--- src/rtl/fpargmin_pkg.sv ---
// fpargmin_pkg
// Shared definitions for the streaming floating-point arg-min engine:
//   state_t    : control states (ACC, DRAIN, HOLD)
//   fp_key     : maps an IEEE-754 pattern to an unsigned order key
//   fp_pinf    : +Inf bit pattern for a given data/exponent width
//   fp_is_nan  : exponent all ones with a nonzero mantissa
//   EMPTY_IDX  : all-ones index reported for an empty query (slice to IW)
// Widths up to 32 bits are supported; callers zero-extend into MAX_W.
package fpargmin_pkg;

   typedef enum logic [1:0] {
      ACC   = 2'd0,
      DRAIN = 2'd1,
      HOLD  = 2'd2
   } state_t;

   localparam int unsigned MAX_W = 32;
   localparam logic [MAX_W-1:0] EMPTY_IDX = {MAX_W{1'b1}};

   // Negative values are bit-inverted, positive values get the MSB set, so
   // an unsigned compare of keys orders -NaN < -Inf < ... < -0 < +0 < ... < +Inf < +NaN.
   function automatic logic [MAX_W-1:0] fp_key(input logic [MAX_W-1:0] x,
                                                input int unsigned dw);
      logic [MAX_W-1:0] msb;
      logic [MAX_W-1:0] mask;
      logic [MAX_W-1:0] key;
      msb  = 32'd1 << (dw - 32'd1);
      mask = (dw >= MAX_W) ? {MAX_W{1'b1}} : ((32'd1 << dw) - 32'd1);
      if ((x & msb) != 32'd0) begin
         key = ~x & mask;
      end else begin
         key = (x | msb) & mask;
      end
      return key;
   endfunction

   function automatic logic [MAX_W-1:0] fp_pinf(input int unsigned dw,
                                                 input int unsigned ew);
      return ((32'd1 << ew) - 32'd1) << (dw - 32'd1 - ew);
   endfunction

   function automatic logic fp_is_nan(input logic [MAX_W-1:0] x,
                                      input int unsigned dw,
                                      input int unsigned ew);
      logic [MAX_W-1:0] exp_mask;
      logic [MAX_W-1:0] man_mask;
      exp_mask = fp_pinf(dw, ew);
      man_mask = (32'd1 << (dw - 32'd1 - ew)) - 32'd1;
      return ((x & exp_mask) == exp_mask) && ((x & man_mask) != 32'd0);
   endfunction

endpackage

--- src/rtl/fpargmin_tree.sv ---
// fpargmin_tree
// Combinational arg-min over LN lanes, log2(LN) levels deep.
//   msk : per-lane valid
//   idx : lane indices, lane 0 in LSBs
//   dat : lane values, lane 0 in LSBs
//   any : at least one lane valid
//   mi  : index of the minimum (0 when no lane valid)
//   md  : minimum value (0 when no lane valid)
// Ties resolve to the lower lane; also used as the two-way accumulator merge.
module fpargmin_tree
   import fpargmin_pkg::*;
#(
   parameter int DW = 32,
   parameter int IW = 8,
   parameter int LN = 4
) (
   input  logic [LN-1:0]    msk,
   input  logic [LN*IW-1:0] idx,
   input  logic [LN*DW-1:0] dat,
   output logic             any,
   output logic [IW-1:0]    mi,
   output logic [DW-1:0]    md
);

   // Heap layout: node n has children 2n+1 (lower lanes) and 2n+2; leaves
   // LN-1 .. 2LN-2 hold lanes 0 .. LN-1, so left-wins keeps the lane order.
   localparam int NN = 2 * LN - 1;

   logic [NN-1:0] node_vld_s;
   logic [IW-1:0] node_idx_s [NN];
   logic [DW-1:0] node_dat_s [NN];

   function automatic logic key_less(input logic [DW-1:0] a, input logic [DW-1:0] b);
      logic [MAX_W-1:0] ea;
      logic [MAX_W-1:0] eb;
      ea = '0;
      eb = '0;
      ea[DW-1:0] = a;
      eb[DW-1:0] = b;
      return fp_key(ea, DW) < fp_key(eb, DW);
   endfunction

   // Reduce the leaves up to the root, right child wins only on a strictly smaller key.
   always_comb begin
      for (int n = 0; n < NN; n++) begin
         node_vld_s[n] = 1'b0;
         node_idx_s[n] = '0;
         node_dat_s[n] = '0;
      end
      for (int l = 0; l < LN; l++) begin
         node_vld_s[LN-1+l] = msk[l];
         node_idx_s[LN-1+l] = idx[l*IW +: IW];
         node_dat_s[LN-1+l] = dat[l*DW +: DW];
      end
      for (int n = LN - 2; n >= 0; n--) begin
         if (node_vld_s[2*n+2] &&
             (!node_vld_s[2*n+1] || key_less(node_dat_s[2*n+2], node_dat_s[2*n+1]))) begin
            node_vld_s[n] = 1'b1;
            node_idx_s[n] = node_idx_s[2*n+2];
            node_dat_s[n] = node_dat_s[2*n+2];
         end else begin
            node_vld_s[n] = node_vld_s[2*n+1];
            node_idx_s[n] = node_vld_s[2*n+1] ? node_idx_s[2*n+1] : '0;
            node_dat_s[n] = node_vld_s[2*n+1] ? node_dat_s[2*n+1] : '0;
         end
      end
   end

   assign any = node_vld_s[0];
   assign mi  = node_idx_s[0];
   assign md  = node_dat_s[0];

endmodule

--- src/rtl/fpargmin_stream.sv ---
// fpargmin_stream
// Streaming arg-min: each query arrives as beats of LN (index, distance)
// lanes; one (index, distance) result is returned per query.
//   clk, rst             : clock, synchronous active-high reset
//   in_vld/in_rdy/in_lst : input beat handshake, last-beat marker
//   in_msk/in_idx/in_dat : per-lane valid, indices, distances (lane 0 in LSBs)
//   out_vld/out_rdy      : result handshake
//   out_mi/out_md        : index and value of the minimum
//   out_emp              : no unmasked lane in the whole query (mi all ones, md +Inf)
// Optional build macro FPARGMIN_NAN_SKIP_EN: NaN lanes are treated as masked.
module fpargmin_stream
   import fpargmin_pkg::*;
#(
   parameter int DW = 32,
   parameter int EW = 8,
   parameter int IW = 8,
   parameter int LN = 4
) (
   input  logic             clk,
   input  logic             rst,
   input  logic             in_vld,
   output logic             in_rdy,
   input  logic             in_lst,
   input  logic [LN-1:0]    in_msk,
   input  logic [LN*IW-1:0] in_idx,
   input  logic [LN*DW-1:0] in_dat,
   output logic             out_vld,
   input  logic             out_rdy,
   output logic [IW-1:0]    out_mi,
   output logic [DW-1:0]    out_md,
   output logic             out_emp
);

   localparam logic [DW-1:0] PINF     = DW'(fp_pinf(DW, EW));
   localparam logic [IW-1:0] EMPTY_MI = EMPTY_IDX[IW-1:0];

   state_t          state_r, state_nxt_s;
   logic            in_rdy_r;
   logic [LN-1:0]   lane_msk_s;
   logic            red_any_s;
   logic [IW-1:0]   red_idx_s;
   logic [DW-1:0]   red_dat_s;
   logic            a_vld_r, a_lst_r, a_any_r;
   logic [IW-1:0]   a_idx_r;
   logic [DW-1:0]   a_dat_r;
   logic            acc_any_r;
   logic [IW-1:0]   acc_idx_r;
   logic [DW-1:0]   acc_dat_r;
   logic            m_any_s;
   logic [IW-1:0]   m_idx_s;
   logic [DW-1:0]   m_dat_s;
   logic            out_vld_r, out_emp_r;
   logic [IW-1:0]   out_mi_r;
   logic [DW-1:0]   out_md_r;
   logic            beat_fire_s, fin_s, out_fire_s;

   assign beat_fire_s = in_vld & in_rdy_r;
   assign fin_s       = a_vld_r & a_lst_r;
   assign out_fire_s  = out_vld_r & out_rdy;

`ifdef FPARGMIN_NAN_SKIP_EN
   function automatic logic lane_is_nan(input logic [DW-1:0] d);
      logic [MAX_W-1:0] e;
      e = '0;
      e[DW-1:0] = d;
      return fp_is_nan(e, DW, EW);
   endfunction
`endif

   // Lanes that take part in the stage-A reduction.
   always_comb begin
      lane_msk_s = in_msk;
`ifdef FPARGMIN_NAN_SKIP_EN
      for (int l = 0; l < LN; l++) begin
         if (lane_is_nan(in_dat[l*DW +: DW])) begin
            lane_msk_s[l] = 1'b0;
         end else begin
            lane_msk_s[l] = in_msk[l];
         end
      end
`endif
   end

   fpargmin_tree #(.DW(DW), .IW(IW), .LN(LN)) u_beat_tree (
      .msk (lane_msk_s),
      .idx (in_idx),
      .dat (in_dat),
      .any (red_any_s),
      .mi  (red_idx_s),
      .md  (red_dat_s)
   );

   // Stage A: register the per-beat reduction with its flags.
   always_ff @(posedge clk) begin
      if (rst) begin
         a_vld_r <= 1'b0;
         a_lst_r <= 1'b0;
         a_any_r <= 1'b0;
         a_idx_r <= '0;
         a_dat_r <= '0;
      end else begin
         a_vld_r <= beat_fire_s;
         if (beat_fire_s) begin
            a_lst_r <= in_lst;
            a_any_r <= red_any_s;
            a_idx_r <= red_idx_s;
            a_dat_r <= red_dat_s;
         end
      end
   end

   // Accumulator sits in lane 0 so that it wins ties against the newer beat.
   fpargmin_tree #(.DW(DW), .IW(IW), .LN(2)) u_merge (
      .msk ({a_any_r, acc_any_r}),
      .idx ({a_idx_r, acc_idx_r}),
      .dat ({a_dat_r, acc_dat_r}),
      .any (m_any_s),
      .mi  (m_idx_s),
      .md  (m_dat_s)
   );

   // Stage B accumulator: merge each beat, return to empty when the query closes.
   always_ff @(posedge clk) begin
      if (rst) begin
         acc_any_r <= 1'b0;
         acc_idx_r <= '0;
         acc_dat_r <= '0;
      end else if (a_vld_r) begin
         if (a_lst_r) begin
            acc_any_r <= 1'b0;
            acc_idx_r <= '0;
            acc_dat_r <= '0;
         end else begin
            acc_any_r <= m_any_s;
            acc_idx_r <= m_idx_s;
            acc_dat_r <= m_dat_s;
         end
      end
   end

   // Output register: loaded from the merge on the last beat, held until consumed.
   always_ff @(posedge clk) begin
      if (rst) begin
         out_vld_r <= 1'b0;
         out_emp_r <= 1'b0;
         out_mi_r  <= '0;
         out_md_r  <= '0;
      end else if (fin_s) begin
         out_vld_r <= 1'b1;
         out_emp_r <= ~m_any_s;
         out_mi_r  <= m_any_s ? m_idx_s : EMPTY_MI;
         out_md_r  <= m_any_s ? m_dat_s : PINF;
      end else if (out_fire_s) begin
         out_vld_r <= 1'b0;
      end
   end

   // Next-state logic: one query in flight at a time.
   always_comb begin
      state_nxt_s = state_r;
      case (state_r)
         ACC: begin
            if (beat_fire_s && in_lst) state_nxt_s = DRAIN;
            else                       state_nxt_s = ACC;
         end
         DRAIN: begin
            if (fin_s) state_nxt_s = HOLD;
            else       state_nxt_s = DRAIN;
         end
         HOLD: begin
            if (out_fire_s) state_nxt_s = ACC;
            else            state_nxt_s = HOLD;
         end
         default: state_nxt_s = ACC;
      endcase
   end

   // State register; in_rdy is registered from the next state.
   always_ff @(posedge clk) begin
      if (rst) begin
         state_r  <= ACC;
         in_rdy_r <= 1'b1;
      end else begin
         state_r  <= state_nxt_s;
         in_rdy_r <= (state_nxt_s == ACC);
      end
   end

   assign in_rdy  = in_rdy_r;
   assign out_vld = out_vld_r;
   assign out_emp = out_emp_r;
   assign out_mi  = out_mi_r;
   assign out_md  = out_md_r;

endmodule

--- config.mk ---
export PLATFORM = sky130hd
export DESIGN_NAME = fpargmin_stream
export DESIGN_NICKNAME = d
export VERILOG_FILES = /design/src/rtl/fpargmin_pkg.sv /design/src/rtl/fpargmin_tree.sv /design/src/rtl/fpargmin_stream.sv
export SDC_FILE = /design/constraint.sdc
export NUM_CORES = 1
export LEC_CHECK = 0
export ABC_AREA = 1
export CORE_UTILIZATION = 45
export CTS_BUF_LIST = sky130_fd_sc_hd__clkbuf_2 sky130_fd_sc_hd__clkbuf_4 sky130_fd_sc_hd__clkbuf_8
export DETAILED_ROUTE_END_ITERATION = 10
export PLACE_DENSITY_LB_ADDON = 0.15
export SLEW_MARGIN = 20
export SYNTH_ARGS = -nofsm -noshare
export SYNTH_HDL_FRONTEND = slang
export SYNTH_HIERARCHICAL = 1
export SYNTH_SLANG_ARGS = --single-unit
export TNS_END_PERCENT = 5
--- constraint.sdc ---
create_clock -name clk -period 6.5 [get_ports clk]
set_input_delay 1.625 -clock clk [delete_from_list [all_inputs] [get_ports clk]]
set_output_delay 1.625 -clock clk [all_outputs]
set_load 0.01 [all_outputs]
==> results.toml, run 1 <==
[outcome]
outcome = "finished, violations left"
failed_checks = "DRC"

[worst_hold_path]
whs_path_depth = 2
min_path_type = "flop to flop"
hp-start = "out_md[19]$_SDFFE_PP0P_"
hold_path_end = "out_md[19]$_SDFFE_PP0P_"

[sta]
rsz0062_at_grt = "false"
worst_pin_slew_ns = 1.02
fin_tns_setup_ns = 0
fmax_mhz = 169
hold_violations = 0
fin_crit_sh_pct = 90.8
timing.hold.ws_ns = 0.465
fin_crit_ns = 5.90
skew_ns = 0.0125
relSlewSlack_pct = 31.7
finalMaxSlewViolations = 0
setup_viol = 0

[final_layout]
final_cell_mix = "nand2_1 (597), clkdlybuf4s50_1 (206), nor2_1 (175), a21oi_1 (166), xor2_1 (150)"
multi_input_area_um2 = 8730
n_antenna_cell = 0
ff_latch_area_um2 = 2580
fin_nets = 2337
fin_cells = 2392
filler_cell_count = 2569
final_cell_area_um2 = 15000
area_growth_pct = 22.9
final_common_cell = "nand2_1"
drive_gt1_share_pct = 5.25

[worst_setup_path]
crit_required_ns = 6.88
path_buf_inv = 3
cp_common_cell = "nand2_1"
reg2reg_depth = 17
cp_max_fo = 40
cpPeakStageDelay_ns = 0.52
r2r_slack_ns = 2.30
cp-start-kind = "primary input"
path_class = "primary input to flop"
crit_arrival_ns = 6.28
end_kind = "flop"
regToRegStartpoint = "a_dat_r[31]$_SDFFE_PP0N_"
critPathTopFamily = "simple AND/OR/NAND/NOR gates"
timing.rr.end = "acc_dat_r[17]$_SDFFE_PP0P_"
cp_slowest_cell = "clkdlybuf4s50_1"

[routing]
first_pass_iters = 11
via_per_inst = 5.21
totalWireLength_mm = 35.6
ant_nets = 0
routedWlPerCell_um = 14.9
drt_iter0_drc = 917
vias = 12500
drc = 4

[logic_synthesis]
yosysWarnings = 6
syn_nets = 2181
synth_ff_type = "dfxtp_1"
avgSynthCellArea_um2 = 6.45
synth.cell_area_um2 = 12200
ys_seq_area_share_pct = 21.2
ys_async_sr_fraction_pct = 0
ys_ff_latch = 129
synth_edf_count = 0
synthCells = 1888
synth_cell_types = 32

[die]
ios = 212
die_h_um = 167
rows = 59
die_x_um = 167
fp.dieArea_um2 = 27700
start_util_pct = 46.4
fp.coreArea_um2 = 26300

[power_and_ir_drop]
peakVddDrop_v = 0.000124
p_leak_uw = 0.00708
finalPower_uw = 2790
power_density_nw_per_um2 = 186

[global_routing]
grt_pass1_wl_mm = 58.6
overflow = 0
grt_pass1_vias = 11800
antenna_found_initial = 0
grt_max_degree = 71
grt_use_total_pct = 25.6

[clocking]
ctsResizeCount = 0
cts_tree = "yes"
cts.reportedPaths.clkPinSlew_ns = 0.08
htree_levels = 4
cts_setup_buffers = 0
clkLatencyLatePin_ns = 0.44
clock-root-buffer = "clkbuf_8"
hold_buffers = 0
cts.path.max_buffers = 2
clock_sinks = 129
cts_made_buffers = 17

[flow_run]
max_cap_violations = 0

[placement]
numPortBuffers = 211
hpwlAfterDp_mm = 27.2
dp_cells = 2360
place_area_um2 = 14600
globalplace.congestion = 0.939
-- state kept, by name, indices dropped and copies added, names as in the netlist, 2 cells and up --
register	cells
a_dat_r	32
a_idx_r	8
acc_dat_r	32
acc_idx_r	8
out_md	32
out_mi	8
state_r	2
-- worst min-delay path, cell delays in order (launching register included) --
cell and delay [ns]:
dfxtp_1 0.31, nand2_1 0.06, a21oi_1 0.05
-- kinds of logic after synthesis --
kind of cell	after synthesis	synth area share [%]
buffers and inverters	207	7.20
adder cells (fa/ha/maj)	124	12.7
AND/OR/NAND/NOR	936	30.9
flip-flops	129	21.2
AO/OA/AOI/OAI	252	10.8
XOR/XNOR	240	17.2
-- power breakdown --
part	switching, uW	internal (uW)	total, uW
combinational	726	534	1260
sequential	41.2	827	868
clock	332	327	659
total	1100	1690	2790
-- worst max path at each step --
stage,start,end,slack [ns],cells after the start
floorplan,in_dat[63],a_dat_r[31]$_SDFFE_PP0N_,0.60,32
global placement,in_dat[63],a_dat_r[13]$_SDFFE_PP0N_,0.21,34
detailed placement,in_dat[101],a_dat_r[27]$_SDFFE_PP0N_,0.19,28
CTS,in_dat[101],a_dat_r[10]$_SDFFE_PP0N_,0.62,29
global route,in_dat[63],a_dat_r[15]$_SDFFE_PP0N_,0.14,34
finish,in_dat[101],a_dat_r[15]$_SDFFE_PP0N_,0.60,29
-- cells in the mapped netlist (all sizes together) (3+ instances only) --
| cell | count | area [um2] |
|---|---|---|
| a211oi | 7 | 52.6 |
| a21oi | 166 | 831 |
| buf | 65 | 343 |
| clkbuf | 55 | 208 |
| dfxtp | 129 | 2580 |
| ha | 124 | 1550 |
| inv | 87 | 327 |
| nand2 | 607 | 2310 |
| nand3 | 133 | 666 |
| nand4 | 7 | 43.8 |
| nor2 | 177 | 672 |
| nor3 | 6 | 30.0 |
| nor4 | 3 | 18.8 |
| o211ai | 5 | 37.5 |
| o21ai | 69 | 345 |
| o221ai | 3 | 26.3 |
| xnor2 | 90 | 788 |
| xor2 | 150 | 1310 |
-- final cells by class --
type                            count  area share [%]
Sequential cell                   129            17.3
Clock inverter                     12           0.727
Timing Repair Buffer              257            16.9
Inverter                           87            2.18
Clock buffer                       20            1.80
Tap cell                          335            2.80
Multi-Input combinational cell   1552            58.3
-- routing by layer --
metal / vias to the layer above / track usage [%] / wire length, um
met1: 5645 / 34.3 / 16600
met3: 52 / 2.23 / 1640
li1: 6382 / - / -
met5: - / 0 / 0
met2: 373 / 42.8 / 16400
met4: 0 / 8.82 / 923
-- per-stage QoR --
stage / worst slack [ns] / util, %
4_1_cts: 0.621 / 57.0
3_5_place_dp: 0.187 / 55.5
3_3_place_gp: 0.211 / 55.5
5_1_grt: 0.142 / 57.0
6_report: 0.598 / 57.0
2_1_floorplan: 0.600 / -
No activity file was read; power rests on OpenSTA's default activity.
==> inputs of run 2 (changes only) <==
--- a/config.mk
+++ b/config.mk
@@ -6,6 +6,7 @@
 export NUM_CORES = 1
 export LEC_CHECK = 0
 export ABC_AREA = 1
+export CORE_ASPECT_RATIO = 0.5
 export CORE_UTILIZATION = 45
 export CTS_BUF_LIST = sky130_fd_sc_hd__clkbuf_2 sky130_fd_sc_hd__clkbuf_4 sky130_fd_sc_hd__clkbuf_8
 export DETAILED_ROUTE_END_ITERATION = 10
==> constraint.sdc (replaced) <==
create_clock -name clk -period 6.5 [get_ports clk]
set_input_delay 1.625 -clock clk [delete_from_list [all_inputs] [get_ports clk]]
set_output_delay 1.625 -clock clk [all_outputs]
set_load 0.005 [all_outputs]
==> results.toml, run 2 (same netlist as run 1, synthesis figures left out) <==
[global_routing]
grt_max_degree = 71
grt_use_total_pct = 25.5
grt_pass1_vias = 10900
grt_pass1_wl_mm = 57.4
antenna_found_initial = 3
overflow = 0

[routing]
routedWlPerCell_um = 14.8
ant_nets = 0
vias = 12300
first_pass_iters = 6
drc = 0
totalWireLength_mm = 35.8
drt_iter0_drc = 1051
via_per_inst = 5.10

[sta]
worst_pin_slew_ns = 1.05
fin_crit_ns = 6.14
hold_violations = 0
skew_ns = 0.0159
fmax_mhz = 163
rsz0062_at_grt = "false"
fin_tns_setup_ns = 0
setup_viol = 0
relSlewSlack_pct = 30.0
fin_crit_sh_pct = 94.4
finalMaxSlewViolations = 0

[power_and_ir_drop]
swShare_pct = 38.5
pwr-share-seq_pct = 30.6
combPwrFrac_pct = 44.0
p_leak_uw = 0.00712
peakVddDrop_v = 0.000121
finalPower_uw = 2850
p_int_uw = 1750
power_frac_clock_pct = 25.4
p_sw_uw = 1100
power_density_nw_per_um2 = 189

[clocking]
cts_tree = "yes"
clock-root-buffer = "clkbuf_8"
cts_made_buffers = 17
cts.reportedPaths.clkPinSlew_ns = 0.08
clock_sinks = 129
clkLatencyLatePin_ns = 0.46
cts.path.max_buffers = 2
hold_buffers = 0
htree_levels = 4

[worst_setup_path]
critical_path_depth = 28
regToRegStartpoint = "a_dat_r[31]$_SDFFE_PP0N_"
cp_slowest_cell = "clkdlybuf4s50_1"
cp_common_cell = "nand2_1"
cp_max_fo = 52
timing.rr.end = "out_md[25]$_SDFFE_PP0P_"
path_buf_inv = 3
critPathLaunch = "in_dat[123]"
cp-start-kind = "primary input"
endpoint = "a_dat_r[17]$_SDFFE_PP0N_"
r2r_slack_ns = 2.50
critPathTopFamily = "simple AND/OR/NAND/NOR gates"
cpPeakStageDelay_ns = 0.45
end_kind = "flop"
crit_arrival_ns = 6.48
reg2reg_depth = 17
crit_required_ns = 6.84
path_class = "primary input to flop"

[final_layout]
final_cell_area_um2 = 15100
final_common_cell = "nand2_1"
final_util_pct = 56.7
drive_gt1_share_pct = 5.20
fin_nets = 2337
final_cell_mix = "nand2_1 (597), clkdlybuf4s50_1 (206), nor2_1 (175), a21oi_1 (166), xor2_1 (150)"
filler_cell_count = 2612
area_growth_pct = 23.5

[placement]
globalplace.congestion = 0.932
place_area_um2 = 14600
numPortBuffers = 211
hpwlAfterDp_mm = 26.8

[die]
fp.coreArea_um2 = 26500
die_x_um = 235
start_util_pct = 45.9
fp.dieArea_um2 = 27800
ios = 212
die_h_um = 118
rows = 42

[flow_run]
max_cap_violations = 0

[worst_hold_path]
min_path_type = "flop to flop"

[outcome]
outcome = "finished, final reports clean"
-- run 2: cell count changes in the layout (fill, tap and decap cells not counted) --
cell,before,now
diode_2,0,3
inv_6,2,1
clkbuf_8,19,18
clkinv_4,1,4
buf_6,0,1
inv_1,77,78
bufinv_16,1,3
clkinvlp_4,5,1
nand2_4,2,3
clkinv_2,3,4
nand2_2,8,7
buf_4,38,37
inv_2,10,9
-- run 2: power by group through the flow --
stage	Clock [uW]	Combinational [uW]	Sequential, uW
finish	725	1250	872
detailed placement	0	1240	889
global route	773	1420	876
CTS	735	1240	871
global placement	0	1230	888
floorplan	0	860	868
-- run 2: how the worst min path moves through the flow --
stage | from | end | depth (start not counted)
3_3_place_gp | out_md[20]$_SDFFE_PP0P_ | out_md[20]$_SDFFE_PP0P_ | 2
2_1_floorplan | acc_any_r$_SDFFE_PP0P_ | acc_any_r$_SDFFE_PP0P_ | 2
4_1_cts | acc_idx_r[1]$_SDFFE_PP0P_ | acc_idx_r[1]$_SDFFE_PP0P_ | 2
5_1_grt | out_md[6]$_SDFFE_PP0P_ | out_md[6]$_SDFFE_PP0P_ | 2
6_report | out_md[4]$_SDFFE_PP0P_ | out_md[4]$_SDFFE_PP0P_ | 2
3_5_place_dp | out_md[22]$_SDFFE_PP0P_ | out_md[22]$_SDFFE_PP0P_ | 2
-- run 2: layout make-up --
type / count / area (um2) / area share (%)
Clock buffer: 19 / 255 / 1.70
Antenna cell: 3 / 7.51 / 0.0499
Tap cell: 352 / 440 / 2.93
Sequential cell: 129 / 2580 / 17.2
Multi-Input combinational cell: 1552 / 8740 / 58.1
Clock inverter: 13 / 161 / 1.07
Inverter: 87 / 327 / 2.17
Timing Repair Buffer: 257 / 2540 / 16.9
-- run 2: tightest hold or removal path: stages (launching register included) --
cell and delay [ns]:
dfxtp_1 0.31, nand2_1 0.06, a21oi_1 0.05
-- run 2: stage by stage --
step,cells,hold WS [ns],worst slack [ns]
finish,2412,0.466,0.364
CTS,2409,0.468,0.491
detailed placement,2377,0.457,0.0219
floorplan,1888,0.444,0.600
global placement,2377,0.453,0.0742
global route,2412,0.481,0.0255
-- run 2: what timing repair did --
item,4_1_cts,5_1_grt
setup endpoints to repair,0,16
gates resized for setup,0,2
hold endpoints to repair,0,0
setup buffers,0,0
-- run 2: routing by layer --
layer / global-route usage [%] / up-vias / share of wire (%)
met3: 4.74 / 22 / 5.7
met1: 36.7 / 5606 / 49
met5: 0 / - / 0
met4: 5.59 / 0 / 1.1
met2: 39.3 / 290 / 44
li1: - / 6381 / -
